[src/rtl/axi_data_mem_bridge.sv]
// Purpose: AXI4 slave bridge. Each FIXED/INCR burst becomes one single-word request per beat
//          on a simple valid/ready data-memory port. One transaction is in flight at a time.
// Latency: AR handshake at cycle T gives mem_read_valid at T+1 and, with a zero-wait memory,
//          rvalid at T+2. Each write beat costs one W cycle plus one memory cycle.
// Backpressure: every valid (rvalid, bvalid, mem_*_valid) holds with a stable payload until its
//          ready. AR/AW are accepted only in IDLE. W is accepted only while waiting for a beat.
// Ports:
//   clk, reset       - single clock domain, synchronous active-high reset
//   s_axi_aw*/w*/b*  - AXI4 write address, data and response channels
//   s_axi_ar*/r*     - AXI4 read address and data channels
//   mem_read_*       - word-addressed read request. ready is a one-cycle pulse with data
//   mem_write_*      - word-addressed write request. ready is a one-cycle accept pulse
module axi_data_mem_bridge #(
  parameter int C_S_AXI_ADDR_WIDTH = 32,
  parameter int C_S_AXI_DATA_WIDTH = 32,
  parameter int C_S_AXI_ID_WIDTH   = 1,
  parameter int MEM_ADDR_WIDTH     = 32
) (
  input  logic                            clk,
  input  logic                            reset,
  // write address channel
  input  logic [C_S_AXI_ID_WIDTH-1:0]     s_axi_awid,
  input  logic [C_S_AXI_ADDR_WIDTH-1:0]   s_axi_awaddr,
  input  logic [7:0]                      s_axi_awlen,
  input  logic [2:0]                      s_axi_awsize,
  input  logic [1:0]                      s_axi_awburst,
  input  logic                            s_axi_awvalid,
  output logic                            s_axi_awready,
  // write data channel
  input  logic [C_S_AXI_DATA_WIDTH-1:0]   s_axi_wdata,
  input  logic [C_S_AXI_DATA_WIDTH/8-1:0] s_axi_wstrb,
  input  logic                            s_axi_wlast,
  input  logic                            s_axi_wvalid,
  output logic                            s_axi_wready,
  // write response channel
  output logic [C_S_AXI_ID_WIDTH-1:0]     s_axi_bid,
  output logic [1:0]                      s_axi_bresp,
  output logic                            s_axi_bvalid,
  input  logic                            s_axi_bready,
  // read address channel
  input  logic [C_S_AXI_ID_WIDTH-1:0]     s_axi_arid,
  input  logic [C_S_AXI_ADDR_WIDTH-1:0]   s_axi_araddr,
  input  logic [7:0]                      s_axi_arlen,
  input  logic [2:0]                      s_axi_arsize,
  input  logic [1:0]                      s_axi_arburst,
  input  logic                            s_axi_arvalid,
  output logic                            s_axi_arready,
  // read data channel
  output logic [C_S_AXI_ID_WIDTH-1:0]     s_axi_rid,
  output logic [C_S_AXI_DATA_WIDTH-1:0]   s_axi_rdata,
  output logic [1:0]                      s_axi_rresp,
  output logic                            s_axi_rlast,
  output logic                            s_axi_rvalid,
  input  logic                            s_axi_rready,
  // memory read port
  output logic                            mem_read_valid,
  output logic [MEM_ADDR_WIDTH-1:0]       mem_read_address,
  input  logic                            mem_read_ready,
  input  logic [C_S_AXI_DATA_WIDTH-1:0]   mem_read_data,
  // memory write port
  output logic                            mem_write_valid,
  output logic [MEM_ADDR_WIDTH-1:0]       mem_write_address,
  output logic [C_S_AXI_DATA_WIDTH-1:0]   mem_write_data,
  input  logic                            mem_write_ready
);

  // Byte-to-word shift and the only AXI size this bridge serves (full-width beats).
  localparam int         BYTE_SHIFT = $clog2(C_S_AXI_DATA_WIDTH / 8);
  localparam logic [2:0] AXI_SIZE   = 3'(BYTE_SHIFT);

  localparam logic [1:0] RESP_OKAY   = 2'b00;
  localparam logic [1:0] RESP_SLVERR = 2'b10;
  localparam logic [1:0] BURST_INCR  = 2'b01;

  localparam logic [2:0] ST_IDLE    = 3'd0;
  localparam logic [2:0] ST_RD_MEM  = 3'd1;
  localparam logic [2:0] ST_RD_BEAT = 3'd2;
  localparam logic [2:0] ST_WR_BEAT = 3'd3;
  localparam logic [2:0] ST_WR_MEM  = 3'd4;
  localparam logic [2:0] ST_WR_RESP = 3'd5;

  logic [2:0]                      r_state;
  logic                            r_prio_wr;    // 0: read wins a tie, 1: write wins
  logic [C_S_AXI_ID_WIDTH-1:0]     r_id;
  logic [7:0]                      r_len;
  logic [7:0]                      r_beat;
  logic                            r_incr;
  logic                            r_err;        // bad size/burst: no memory access, SLVERR
  logic                            r_wlast_err;  // misplaced wlast: writes proceed, SLVERR
  logic [MEM_ADDR_WIDTH-1:0]       r_addr;
  logic [C_S_AXI_DATA_WIDTH-1:0]   r_rdata;
  logic [C_S_AXI_DATA_WIDTH-1:0]   r_wdata;

  logic                            w_idle;
  logic                            w_ar_grant;
  logic                            w_aw_grant;
  logic                            w_ar_err;
  logic                            w_aw_err;
  logic [C_S_AXI_ADDR_WIDTH-1:0]   w_ar_shift;
  logic [C_S_AXI_ADDR_WIDTH-1:0]   w_aw_shift;
  logic [MEM_ADDR_WIDTH-1:0]       w_ar_word;
  logic [MEM_ADDR_WIDTH-1:0]       w_aw_word;
  logic                            w_last_beat;
  logic [MEM_ADDR_WIDTH-1:0]       w_next_addr;
  logic                            w_skip_mem;

  // Round-robin between the two address channels. Only one grant can be issued per cycle.
  assign w_idle     = (r_state == ST_IDLE);
  assign w_ar_grant = w_idle && s_axi_arvalid && (!s_axi_awvalid || !r_prio_wr);
  assign w_aw_grant = w_idle && s_axi_awvalid && (!s_axi_arvalid || r_prio_wr);

  assign w_ar_err   = (s_axi_arsize != AXI_SIZE) || s_axi_arburst[1];
  assign w_aw_err   = (s_axi_awsize != AXI_SIZE) || s_axi_awburst[1];

  assign w_ar_shift = s_axi_araddr >> BYTE_SHIFT;
  assign w_aw_shift = s_axi_awaddr >> BYTE_SHIFT;
  assign w_ar_word  = MEM_ADDR_WIDTH'(w_ar_shift);
  assign w_aw_word  = MEM_ADDR_WIDTH'(w_aw_shift);

  assign w_last_beat = (r_beat == r_len);
  // INCR wraps naturally at 2^MEM_ADDR_WIDTH. FIXED re-uses the same word every beat.
  assign w_next_addr = r_incr ? (r_addr + MEM_ADDR_WIDTH'(1)) : r_addr;
  // A beat with no strobes, or any beat of a malformed burst, never reaches memory.
  assign w_skip_mem  = r_err || (s_axi_wstrb == '0);

  always_ff @(posedge clk) begin
    if (reset) begin
      r_state     <= ST_IDLE;
      r_prio_wr   <= 1'b0;
      r_id        <= '0;
      r_len       <= '0;
      r_beat      <= '0;
      r_incr      <= 1'b0;
      r_err       <= 1'b0;
      r_wlast_err <= 1'b0;
      r_addr      <= '0;
      r_rdata     <= '0;
      r_wdata     <= '0;
    end else begin
      case (r_state)
        ST_IDLE: begin
          if (w_ar_grant) begin
            r_id        <= s_axi_arid;
            r_len       <= s_axi_arlen;
            r_beat      <= '0;
            r_incr      <= (s_axi_arburst == BURST_INCR);
            r_err       <= w_ar_err;
            r_wlast_err <= 1'b0;
            r_addr      <= w_ar_word;
            r_prio_wr   <= 1'b1;
            r_state     <= w_ar_err ? ST_RD_BEAT : ST_RD_MEM;
          end else if (w_aw_grant) begin
            r_id        <= s_axi_awid;
            r_len       <= s_axi_awlen;
            r_beat      <= '0;
            r_incr      <= (s_axi_awburst == BURST_INCR);
            r_err       <= w_aw_err;
            r_wlast_err <= 1'b0;
            r_addr      <= w_aw_word;
            r_prio_wr   <= 1'b0;
            r_state     <= ST_WR_BEAT;
          end
        end

        ST_RD_MEM: begin
          if (mem_read_ready) begin
            r_rdata <= mem_read_data;
            r_state <= ST_RD_BEAT;
          end
        end

        ST_RD_BEAT: begin
          if (s_axi_rready) begin
            if (w_last_beat) begin
              r_state <= ST_IDLE;
            end else begin
              r_beat  <= r_beat + 8'd1;
              r_addr  <= w_next_addr;
              r_state <= r_err ? ST_RD_BEAT : ST_RD_MEM;
            end
          end
        end

        ST_WR_BEAT: begin
          if (s_axi_wvalid) begin
            r_wdata <= s_axi_wdata;
            // The beat count comes from awlen. wlast is only checked for consistency.
            if (s_axi_wlast != w_last_beat) begin
              r_wlast_err <= 1'b1;
            end
            if (w_skip_mem) begin
              if (w_last_beat) begin
                r_state <= ST_WR_RESP;
              end else begin
                r_beat <= r_beat + 8'd1;
                r_addr <= w_next_addr;
              end
            end else begin
              r_state <= ST_WR_MEM;
            end
          end
        end

        ST_WR_MEM: begin
          if (mem_write_ready) begin
            if (w_last_beat) begin
              r_state <= ST_WR_RESP;
            end else begin
              r_beat  <= r_beat + 8'd1;
              r_addr  <= w_next_addr;
              r_state <= ST_WR_BEAT;
            end
          end
        end

        ST_WR_RESP: begin
          if (s_axi_bready) begin
            r_state <= ST_IDLE;
          end
        end

        default: r_state <= ST_IDLE;
      endcase
    end
  end

  assign s_axi_arready = w_ar_grant;
  assign s_axi_awready = w_aw_grant;
  assign s_axi_wready  = (r_state == ST_WR_BEAT);

  // Read data channel. Error beats return zero data so stale words never leak out.
  assign s_axi_rvalid = (r_state == ST_RD_BEAT);
  assign s_axi_rid    = r_id;
  assign s_axi_rdata  = r_err ? '0 : r_rdata;
  assign s_axi_rresp  = (s_axi_rvalid && r_err) ? RESP_SLVERR : RESP_OKAY;
  assign s_axi_rlast  = s_axi_rvalid && w_last_beat;

  // Write response channel
  assign s_axi_bvalid = (r_state == ST_WR_RESP);
  assign s_axi_bid    = r_id;
  assign s_axi_bresp  = (s_axi_bvalid && (r_err || r_wlast_err)) ? RESP_SLVERR : RESP_OKAY;

  // Memory ports. The address and data come straight from registers, so they stay stable while valid.
  assign mem_read_valid    = (r_state == ST_RD_MEM);
  assign mem_read_address  = r_addr;
  assign mem_write_valid   = (r_state == ST_WR_MEM);
  assign mem_write_address = r_addr;
  assign mem_write_data    = r_wdata;

endmodule

[config.mk]
export PLATFORM = sky130hd
export DESIGN_NAME = axi_data_mem_bridge
export DESIGN_NICKNAME = d
export VERILOG_FILES = /design/src/rtl/axi_data_mem_bridge.sv
export SDC_FILE = /design/constraint.sdc
export NUM_CORES = 1
export LEC_CHECK = 0
export ABC_AREA = 1
export CORE_AREA = 2 2 122 124
export CTS_BUF_LIST = sky130_fd_sc_hd__clkbuf_16
export CTS_CLUSTER_DIAMETER = 30
export CTS_CLUSTER_SIZE = 24
export DETAILED_ROUTE_END_ITERATION = 16
export DIE_AREA = 0 0 124 126
export DONT_BUFFER_PORTS = 1
export PLACE_DENSITY = 0.61
export SLEW_MARGIN = 30
export SYNTH_ARGS = -nofsm -noshare
export SYNTH_HDL_FRONTEND = slang
export SYNTH_SLANG_ARGS = --single-unit
[constraint.sdc]
create_clock -name clk -period 1.99 [get_ports clk]
set_input_delay 0.597 -clock clk [delete_from_list [all_inputs] [get_ports clk]]
set_output_delay 0.597 -clock clk [all_outputs]
set_load 0.02 [all_outputs]
After elaboration in Yosys (flattened, before gate mapping) --
Cells that the tools add are included.
Word-level totals: input bits 170, word-level logic and storage cells 108, register bits 120
Cells by class: mux-type cells 48, reductions and logical operators 27, eq/ne operators 20, add/subtract/negate cells 2
Operators by type and width (number):
- 32-bit 2-to-1 mux | 9
- 32-bit case mux with 4 select lines | 1
- 8-bit 2-to-1 mux | 9
- 32-bit by 1-bit adder with 32-bit output, second input constant | 1
- 8-bit case mux with 4 select lines | 1
- 3-bit 2-to-1 mux | 10
- 3-bit case mux with 6 select lines | 1
- 2-bit by 1-bit != test with 1-bit output, second input constant | 6
- 1-bit 2-to-1 mux | 11
- 2-bit 2-to-1 mux | 5
- 8-bit by 1-bit adder with 8-bit output, second input constant | 1
- 8-bit equality test | 1
- 1-bit logical AND | 7
- 7-bit AND reduction | 1
- 3-bit by 2-bit equality test with 1-bit output, second input constant | 2
- 3-bit equality test, second input constant | 2
- 1-bit logical OR | 6
- 3-bit by 2-bit != test with 1-bit output, second input constant | 2
- 3-bit != test, second input constant | 2
- 2-bit AND reduction | 3
- 6-bit AND reduction | 1
- 2-bit by 1-bit equality test with 1-bit output, second input constant | 2
- 4-bit logical NOT | 1
- 4-bit AND reduction | 1
- 8 further kinds | 11

Longest topological paths before layout --
word-level depth 6, depth in mapped cells 12, depth with buffers taken out 12

Worst setup path before layout --
No wires, ideal clock.
kind input port to output port, from input s_axi_awvalid, to output s_axi_arready, path slack 0.035 ns, data required time 1.393 ns, data arrival time 1.358 ns, stages on the path 5, buffers on the path 2, cells stage by stage nand2_1 -> nand2_1 -> nor2_4 -> buf_2 -> buf_2
Between the ends: cells in the longest elaborated chain, start to end 3
Ends and longest elaborated chain:
- from (decl) | RTL line 27 | input logic s_axi_awvalid,
- 1-bit logical NOT | RTL line 109 | assign w_ar_grant = w_idle && s_axi_arvalid && (!s_axi_awvalid || !r_prio_wr);
- 1-bit logical OR | RTL line 109
- 1-bit logical AND | RTL line 109
- to (decl) | RTL line 47 | output logic s_axi_arready,
No other way between the ends.

Worst setup path in the final report --
from register r_beat[7], to output s_axi_rlast
Between the ends: cells in the longest elaborated chain, start to end 2
Ends and longest elaborated chain:
- from (decl) | RTL line 86 | logic [7:0] r_beat;
- from (signal assigned) | RTL line 177 | r_beat <= r_beat + 8'd1;
- from (signal assigned) | RTL line 195 | r_beat <= r_beat + 8'd1;
- from (signal assigned) | RTL line 209 | r_beat <= r_beat + 8'd1;
- 8-bit equality test | RTL line 120 | assign w_last_beat = (r_beat == r_len);
- 1-bit logical AND | RTL line 236 | assign s_axi_rlast = s_axi_rvalid && w_last_beat;
- to (decl) | RTL line 52 | output logic s_axi_rlast,
No other way between the ends.

==> impl_metrics.csv <==
group,metric,value,unit
pwr,p_sw,5.763,mW
clock_tree,htreeDepth,4,
sta,fmax,0.4838,GHz
hold_path,hold_class,"in2reg",
synthesis,synthMuxAreaShare,0,%
synthesis,synthCells,1089,
die,start_util,48.09,%
synthesis,synthTopCellsByArea,"dfxtp_1 (35%), nor2_1 (14%), nand2_1 (13%)",
place,dp_slack,62.76,ps
die,ioPinCount,312,
routing,vias_per_cell,5.157,
finish,final_common_cell,"nor2_1",
setup_path,cp_max_fo,4,
sta,max_slew_margin,64.42,%
routing,ant_nets,0,
status,violations,"setup timing",
clock_tree,cts_tree,"yes",
sta,hold_viol_final,0,
die,fp-row-count,44,
finish,drive_gt1_share,17.62,%
clock_tree,clockBufferDepth,2,
sta,clock_skew,8.727,ps
hold_path,min_from,"reset",
pwr,clkPwrFrac,24.5,%
pwr,swShare,44.11,%
synthesis,avgSynthCellArea,6.320,um2
die,coreArea,0.01431,mm2
setup_path,endpoint_kind,"output pin",
routing,first_pass_iters,4,
clock_tree,cts.sinks,120,
grt,grt_pass1_wl,30830,um
pwr,p_int,7.301,mW
grt,globalRouteOverflowTotal,0,
sta,tns,-77.18,ps
sta,worstMarginPinSlew,533.0,ps
synthesis,synthXorXnorAreaFrac,1.909,%
synthesis,yosys.area_share.simple,32.85,%
synthesis,synth-seq-area-share,34.90,%
setup_path,path_class,"reg2out",
pwr,ir_drop,665.5,uV
synthesis,synth_adder_area_share,0.3636,%
setup_path,cp-start-kind,"flop",
grt,grt_pass1_vias,6392,
synthesis,synth.distinct_cells,37,
finish,mostFrequentLayoutCells,"nor2_1 (231), nand2_1 (230), o21ai_0 (127), dfxtp_1 (110), inv_1 (92)",
routing,wire_per_inst,14.96,um
finish,fin_area,0.008192,mm2
status,status,"complete, but fails checks",
synthesis,netlist.top_cell.by_area,"dfxtp_1",
clock_tree,path_clk_slew,60,ps
synthesis,synth_compound_area_share,16.32,%
synthesis,synth_top_family_by_area,"simple AND/OR/NAND/NOR gates",
synthesis,synth.ff_latch_count,120,
grt,grt_max_degree,65,
pwr,p_seq_share,27.5,%
synthesis,syn_area,0.006883,mm2
synthesis,async_reset_ff_share,0,%
routing,drt-total-wl,19740,um
sta,finalMaxSlewViolations,0,
sta,finalCriticalPeriod,2067,ps
clock_tree,cts.root.buffer_cell,"clkbuf_16",
pwr,p_leak,3.548,nW
finish,final-instance-count-excl-fill,1320,
synthesis,yosys.area.top_type_share,34.90,%
finish,syn2layout_area_growth,19.01,%
synthesis,ys_warn_count,0,
sta,finalSetupViolCount,1,
die,die_y,126,um
sta,rsz0062_at_grt,"true",
place,io_buffer_count,0,
place,dpl-instance-area,0.007385,mm2
routing,post-route-drc-count,0,
pwr,total_power,13.06,mW
routing,drt_iter0_markers,364,
finish,fin_nets,1294,
synthesis,synth_edf_count,0,
grt,grtUsageTotal,25.07,%
sta,period_share,103.9,%
job,maxCapViolations,0,
clock_tree,clkLatencyLatePin,420,ps
synthesis,synthFlopType,"dfxtp_1",
routing,via_count,6807,
pwr,p_per_area,1595,mW/mm2
die,die_w,124,um
place,place_inst,1282,
setup_path,cp_data_arrival_time,1470,ps
place,place_congestion,0.8571,
place,hpwl,14110,um
die,die-area,0.01562,mm2
pwr,comb_power_share,48.0,%
clock_tree,numCtsBuffers,17,
grt,antenna_found_initial,1,
setup_path,worstSetupStartpoint,"r_beat[7]$_SDFFE_PP0P_",
sta,final.setup.worst_slack,-77.18,ps
setup_path,worstPathRequired,1390,ps
setup_path,worst_r2r_startpoint,"mem_read_address[1]$_SDFFE_PP0P_",
[state kept, by name (all words and copies together), names as in the netlist]
name and cells:
mem_read_address 32, mem_write_data 32, r_rdata 32, r_beat 8, r_len 8, r_state 3, r_err 1, r_incr 1
r_prio_wr 1, r_wlast_err 1, s_axi_bid 1
[metal layers]
layer | vias up | share of wire [%] | global-route usage, % | wire length (um)
met5 | - | 0 | 0 | 0
met3 | 30 | 7.9 | 6.793 | 1565
met4 | 0 | 1.9 | 8.526 | 380
met1 | 3035 | 42 | 30.74 | 8286
met2 | 243 | 48 | 42.18 | 9508
li1 | 3499 | - | - | -
[kinds of logic (layout without fill, tap and decap cells)]
family,after synthesis,count (layout)
compound gates,209,209
xor+xnor,15,15
fa+ha+maj,2,2
buf+inv,189,234
flops,120,120
other cells,1,3
simple gates,553,553
[synth_stat cells, types with 2 or more instances]
master      n
o22ai_1    12
nor2_1    251
a21oi_2    10
xnor2_1     5
nand2_1   233
clkbuf_1   26
nand4_1     9
a31oi_1    10
nand3b_1    4
nand3_2     2
buf_6       8
dfxtp_1   120
xor2_1     10
a21oi_1    45
nor2_4      4
ha_1        2
o21ai_0   127
o31ai_1     2
nor2_2      2
buf_4      39
inv_2       3
nand3_1    38
nor3_1      3
inv_1      97
buf_2      15
[path summary, 6_finish.rpt]
check / to / slack, ps / depth (start not counted)
worst max-delay path: s_axi_rlast / -80 / 6
worst min-delay path: mem_read_address[2]$_SDFFE_PP0P_ / 240 / 1
worst max register to register: mem_read_address[11]$_SDFFE_PP0P_ / 190 / 10
worst min register to register: r_rdata[18]$_SDFFE_PP0P_ / 450 / 2
[layout make-up]
| class | instances | area [um2] |
|---|---|---|
| antenna | 1 | 2.502 |
| tap | 184 | 230.2 |
| clock inverter | 15 | 190.2 |
| clock buffer | 17 | 425.4 |
| timing repair buffer | 102 | 897.1 |
| multi-input combinational | 781 | 3643 |
| sequential | 120 | 2427 |
| inverter | 100 | 375.4 |
| fill | 1458 | 6122 |
[power by group through the flow]
stage | logic [mW] | registers [mW] | clock network (mW)
after detailed placement | 6.07 | 3.59 | 0
after global routing | 7.01 | 3.67 | 3.38
after global placement | 6.01 | 3.58 | 0
after CTS | 6.23 | 3.57 | 3.26
after floorplan | 4.33 | 3.80 | 0
final | 6.27 | 3.59 | 3.20
[what timing repair did]
action                     CTS  global route
gates resized for setup     15            38
setup buffers                4             0
hold buffers                 0             0
gates cloned                 1             0
pin swaps                    2             7
setup endpoints to repair    4            31
[worst max-delay path, cell delays in order (launching register included)]
cell and delay, ps:
dfxtp_4 360, xnor2_2 150, nand2_1 100, nor2_4 140, nand2_2 80, nor2_2 100
buf_6 120
[metrics by stage]
step	hold WS (ps)	utilization, %
floorplan	430.3	-
global placement	437.9	51.59
detailed placement	442.4	51.59
CTS	222.9	56.53
global route	218.4	57.23
finish	240.4	57.23
Note: power is estimated with default switching activity, not from simulation.
